<file path="src/rtl/exe_alu_arb.sv">
// Two-requester arbiter feeding the single ALU issue register, with owner tracking to writeback.
// Define ALU_ARB_ROUND_ROBIN_EN for alternating grants; default build is fixed priority (req0 first).
package dispatcher_pkg;

  typedef struct packed {
    logic       instruction_valid;
    logic       register_write;
    logic       branch;
    logic       jal;
    logic       jalr;
    logic [3:0] alu_op;
    logic       alu_src_imm;
  } dispatcher_alu_ctrl_t;

  typedef struct packed {
    dispatcher_alu_ctrl_t ctrl;
    logic [4:0]           rd;
    logic [31:0]          rs1_data;
    logic [31:0]          rs2_data;
    logic [31:0]          imm;
    logic [31:0]          pc;
  } dispatcher_alu_inf_t;

  localparam logic [3:0] ALU_OP_ADD = 4'd0;

endpackage

module exe_alu_arb
  import dispatcher_pkg::*;
(
  input  logic                clk,
  input  logic                rst,
  input  logic                stall,
  input  logic                flush,
  input  logic                req0_valid,
  input  logic                req1_valid,
  input  dispatcher_alu_inf_t req0_inf,
  input  dispatcher_alu_inf_t req1_inf,
  output logic                req0_ready,
  output logic                req1_ready,
  output dispatcher_alu_inf_t alu_inf,
  output logic                alu_owner,
  output logic                wb_owner,
  output logic                wb_owner_valid
);

  logic                grant_p0;
  logic                open_p0;
  logic                accept_p0;
  dispatcher_alu_inf_t sel_inf_p0;
  logic                last_grant;

  dispatcher_alu_inf_t inf_p1;
  logic                vld_p1;
  logic                regw_p1;
  logic                br_p1;
  logic                jal_p1;
  logic                jalr_p1;
  logic                owner_p1;

  logic                owner_p2;
  logic                vld_p2;

  // ---- p0: grant selection and handshake ----
  always_comb begin
    grant_p0 = last_grant;
`ifdef ALU_ARB_ROUND_ROBIN_EN
    if (req0_valid && req1_valid) grant_p0 = ~last_grant;
    else if (req0_valid)          grant_p0 = 1'b0;
    else if (req1_valid)          grant_p0 = 1'b1;
`else
    // With nothing pending the grant parks on the last owner; it is never seen as a ready.
    if (req0_valid)      grant_p0 = 1'b0;
    else if (req1_valid) grant_p0 = 1'b1;
`endif
  end

  assign open_p0    = rst & ~stall & ~flush;
  assign req0_ready = open_p0 & req0_valid & ~grant_p0;
  assign req1_ready = open_p0 & req1_valid & grant_p0;
  assign accept_p0  = req0_ready | req1_ready;
  assign sel_inf_p0 = grant_p0 ? req1_inf : req0_inf;

  // ---- p1: ALU issue register (control flags reset, payload free-running) ----
  always_ff @(posedge clk) begin
    if (!rst) begin
      vld_p1     <= 1'b0;
      regw_p1    <= 1'b0;
      br_p1      <= 1'b0;
      jal_p1     <= 1'b0;
      jalr_p1    <= 1'b0;
      owner_p1   <= 1'b0;
      last_grant <= 1'b1;
      owner_p2   <= 1'b0;
      vld_p2     <= 1'b0;
    end else if (flush) begin
      vld_p1  <= 1'b0;
      regw_p1 <= 1'b0;
      br_p1   <= 1'b0;
      jal_p1  <= 1'b0;
      jalr_p1 <= 1'b0;
      vld_p2  <= 1'b0;
    end else if (!stall) begin
      owner_p2 <= owner_p1;
      vld_p2   <= vld_p1;
      if (accept_p0) begin
        vld_p1     <= sel_inf_p0.ctrl.instruction_valid;
        regw_p1    <= sel_inf_p0.ctrl.register_write;
        br_p1      <= sel_inf_p0.ctrl.branch;
        jal_p1     <= sel_inf_p0.ctrl.jal;
        jalr_p1    <= sel_inf_p0.ctrl.jalr;
        owner_p1   <= grant_p0;
        last_grant <= grant_p0;
      end else begin
        vld_p1  <= 1'b0;
        regw_p1 <= 1'b0;
        br_p1   <= 1'b0;
        jal_p1  <= 1'b0;
        jalr_p1 <= 1'b0;
      end
    end
  end

  always_ff @(posedge clk) begin
    if (accept_p0) inf_p1 <= sel_inf_p0;
  end

  always_comb begin
    alu_inf                        = inf_p1;
    alu_inf.ctrl.instruction_valid = vld_p1;
    alu_inf.ctrl.register_write    = regw_p1;
    alu_inf.ctrl.branch            = br_p1;
    alu_inf.ctrl.jal               = jal_p1;
    alu_inf.ctrl.jalr              = jalr_p1;
  end

  // ---- p2: owner aligned with the ALU result register ----
  assign alu_owner      = owner_p1;
  assign wb_owner       = owner_p2;
  assign wb_owner_valid = vld_p2;

endmodule
</file>
<file path="config.mk">
export PLATFORM = sky130hd
export DESIGN_NAME = exe_alu_arb
export DESIGN_NICKNAME = d
export VERILOG_FILES = /design/src/rtl/exe_alu_arb.sv
export SDC_FILE = /design/constraint.sdc
export NUM_CORES = 1
export LEC_CHECK = 0
export CAP_MARGIN = 20
export CORE_AREA = 2 2 171 173
export DETAILED_ROUTE_END_ITERATION = 10
export DIE_AREA = 0 0 173 175
export SLEW_MARGIN = 25
export SYNTH_ARGS = -nofsm -noshare
export SYNTH_HDL_FRONTEND = slang
export SYNTH_SLANG_ARGS = --single-unit
</file>
<file path="constraint.sdc">
create_clock -name clk -period 12.23 [get_ports clk]
set_clock_uncertainty 0.05 [all_clocks]
set_input_delay 2.446 -clock clk [delete_from_list [all_inputs] [get_ports clk]]
set_output_delay 2.446 -clock clk [all_outputs]
set_load 0.01 [all_outputs]
</file>
==> out/qor.txt <==
Slowest library cell on the worst path: clkdlybuf4s50_1
Avg Cell Area, Syn: 19.87 um2
Slew Limit Fails: 0
Initial antenna violation count: 1
CORE AREA: 28390 um2
Hold path depth: 2
PwrDens: 112.7 nW/um2
FF-to-FF Start: last_grant
Vias per cell: 4.008
Peak supply drop: 0.08205 mV
Critical path's largest stage delay: 0.75 ns
CP Capture Type: output pin
Ys Warns: 0
Post-Synthesis Cells: 348
Chip width: 173 um
# DRC: 0
Worst hold start: jal_p1
Initial detailed-routing violation count: 213
Worst r2r dst: alu_inf[10]
Sequential area share after synthesis: 0.6254
Final Hold Viols: 0
Area grow syn2layout: 75.88%
WS Path Type: input pin to output pin
Clk slew on worst S/H paths: 0.06 ns
Fmax: 0.1463 GHz
Worst-Margin Slew: 0.9626 ns
CTS H-Tree Depth: 4
Share of layout cells above drive strength 1: 0.2215
Final setup violating endpoints: 0
Synthesized net count: 640
Max-cap violations: 0
Rows: 62
Worst Path Arrival: 4.34 ns
Clock buffer count from CTS: 17
Leak Pwr: 0.004531 uW
Most Frequent Cell on Critical Path: clkdlybuf4s50_1
Via count: 4746
Type of origin of the critical path: input pin
Synth unique cells: 25
Met3 wire length: 1651 um
Setup slack after layout: 5.394 ns
Avg WL per Cell: 18.67 um
DRT antenna net count: 0
CP Buf/Inv Count: 2
Storage cell area: 4324 um2
Worst slack, placed: 5.398 ns
First-pass iteration count of the detailed router: 4
DP HPWL: 16970 um
Relative slew slack: 0.3583
Final Wtd Congestion: 0.7629
R2r setup slk: 9.34 ns
Number of global-route vias before repair: 4962
Fillers: 2642
Most frequent cells in the layout: clkdlybuf4s50_1 (439), edfxtp_1 (138), mux2_4 (120)
Number of nets in the layout: 1079
Initial Util: 0.2435
Worst Path Required: 9.73 ns
Metal-1 WL: 8224 um
WHS Endpoint: jal_p1
Worst min-delay path class: flop to flop
Max Used Layer: met4
Critical-path cell list: clkdlybuf4s50_1 -> nor4bb_1 -> clkdlybuf4s50_1
Max Buffers Root-to-Sink: 2
Setup total negative slack: 0 ns
GRT Total Usage: 0.1414
Clk_lat worst skew: 0.41 ns
Clock Root Buffer: clkbuf_16
RSZ-0062 raised after global routing: false
Die extent in y: 175 um
Largest net degree at the start of global routing: 73
Period Utilization, post-route: 0.5589
First-pass GRT wire length: 31580 um
Min cycle time layout: 6.836 ns
Num ports: 440
Total wire length: 22100 um
Post-CTS setup buffer count: 0
Total gr overflow: 0
R2R depth: 4
Area occupied by multi-input gates: 2235 um2
Port Buffers: 439
Commonest non-fill, non-tap cell in the layout: clkdlybuf4s50_1
TritonCTS clock tree: yes
Cell Area, Synth: 6914 um2
Met2 wire len: 11870 um
Cts hold-fix bufs: 0
Clock sinks: 147
Min Hold Slack: 0.4328 ns
Status: completed
Die area: 30280 um2
Cts repair resizes: 0
Crit-path max FO: 18
Kind of cell adding the most delay to the critical path: buffers and inverters
#FFs+latches synth: 147
-- tightest hold or removal path: stages (launching register included) --
cell      delay (ns)
dfxtp_1         0.31
inv_1           0.05
a221oi_1        0.07
-- routing by layer --
layer,up-vias,global-route usage
met5,-,0
met4,0,0.04520
met1,2285,0.1532
li1,2227,-
met2,218,0.2597
met3,16,0.04700
-- area by class of cell --
class / instances / share of cell area
timing repair buffer: 445 / 0.3667
sequential: 147 / 0.3556
multi-input combinational: 168 / 0.1838
tap: 384 / 0.03951
clock buffer: 17 / 0.03498
clock inverter: 14 / 0.01677
inverter: 8 / 0.002469
antenna: 1 / 0.0002058
-- synthesized netlist by cell type --
master / count / area (um2)
mux2_2: 18 / 202.7
or3b_1: 1 / 8.760
a221oi_1: 6 / 52.55
buf_4: 6 / 45.04
inv_1: 8 / 30.03
buf_12: 11 / 220.2
edfxtp_1: 138 / 4144
a21oi_1: 6 / 30.03
mux2_4: 120 / 1802
or3b_2: 1 / 8.760
nand3b_1: 5 / 37.54
buf_6: 2 / 22.52
dfxtp_1: 9 / 180.2
nand2b_1: 1 / 6.260
mux2i_1: 1 / 10.01
o21bai_4: 1 / 18.77
nor4b_1: 1 / 8.760
nor2_1: 3 / 11.26
clkbuf_1: 1 / 3.750
buf_8: 2 / 30.03
buf_2: 3 / 15.01
a31oi_1: 1 / 6.260
nor4bb_1: 1 / 10.01
nor3_1: 1 / 5.000
o21ai_0: 1 / 5.000
-- power breakdown --
part | internal, uW | switching (uW) | total (uW)
clock network | 345 | 225 | 570
logic | 162 | 63.8 | 226
registers | 571 | 3.93 | 575
-- registers in the layout (all words and copies together) (netlist names) --
register	flops
jal_p1	1
alu_inf	138
wb_owner_valid	1
alu_owner	1
wb_owner	1
regw_p1	1
vld_p1	1
jalr_p1	1
br_p1	1
last_grant	1
-- worst max path at each step --
stage | startpoint | end | depth (start not counted) | slack [ns]
after CTS | stall | req0_ready | 3 | 5.42
final | stall | req0_ready | 3 | 5.39
after global placement | flush | req1_ready | 4 | 5.52
after global routing | stall | req0_ready | 3 | 5.32
after detailed placement | stall | req0_ready | 3 | 5.40
after floorplan | stall | alu_inf[0] | 3 | 3.51
-- per-stage QoR --
step / std cells / cell area (um2) / util / total power [uW]
floorplan: 348 / 6919 / - / 691.8
global placement: 1151 / 11500 / 0.4051 / 810.2
detailed placement: 1151 / 11500 / 0.4051 / 812.8
CTS: 1182 / 12130 / 0.4272 / 1394
global route: 1183 / 12160 / 0.4282 / 1424
finish: 1184 / 12160 / 0.4283 / 1370
-- kinds of logic after synthesis --
| group | synth area share |
|---|---|
| DFF | 0.6254 |
| AOI/OAI and AO/OA | 0.01629 |
| and+or+nand+nor | 0.01394 |
| muxes | 0.2913 |
| buffers and inverters | 0.05302 |
Power figures use the tool's default switching activity.
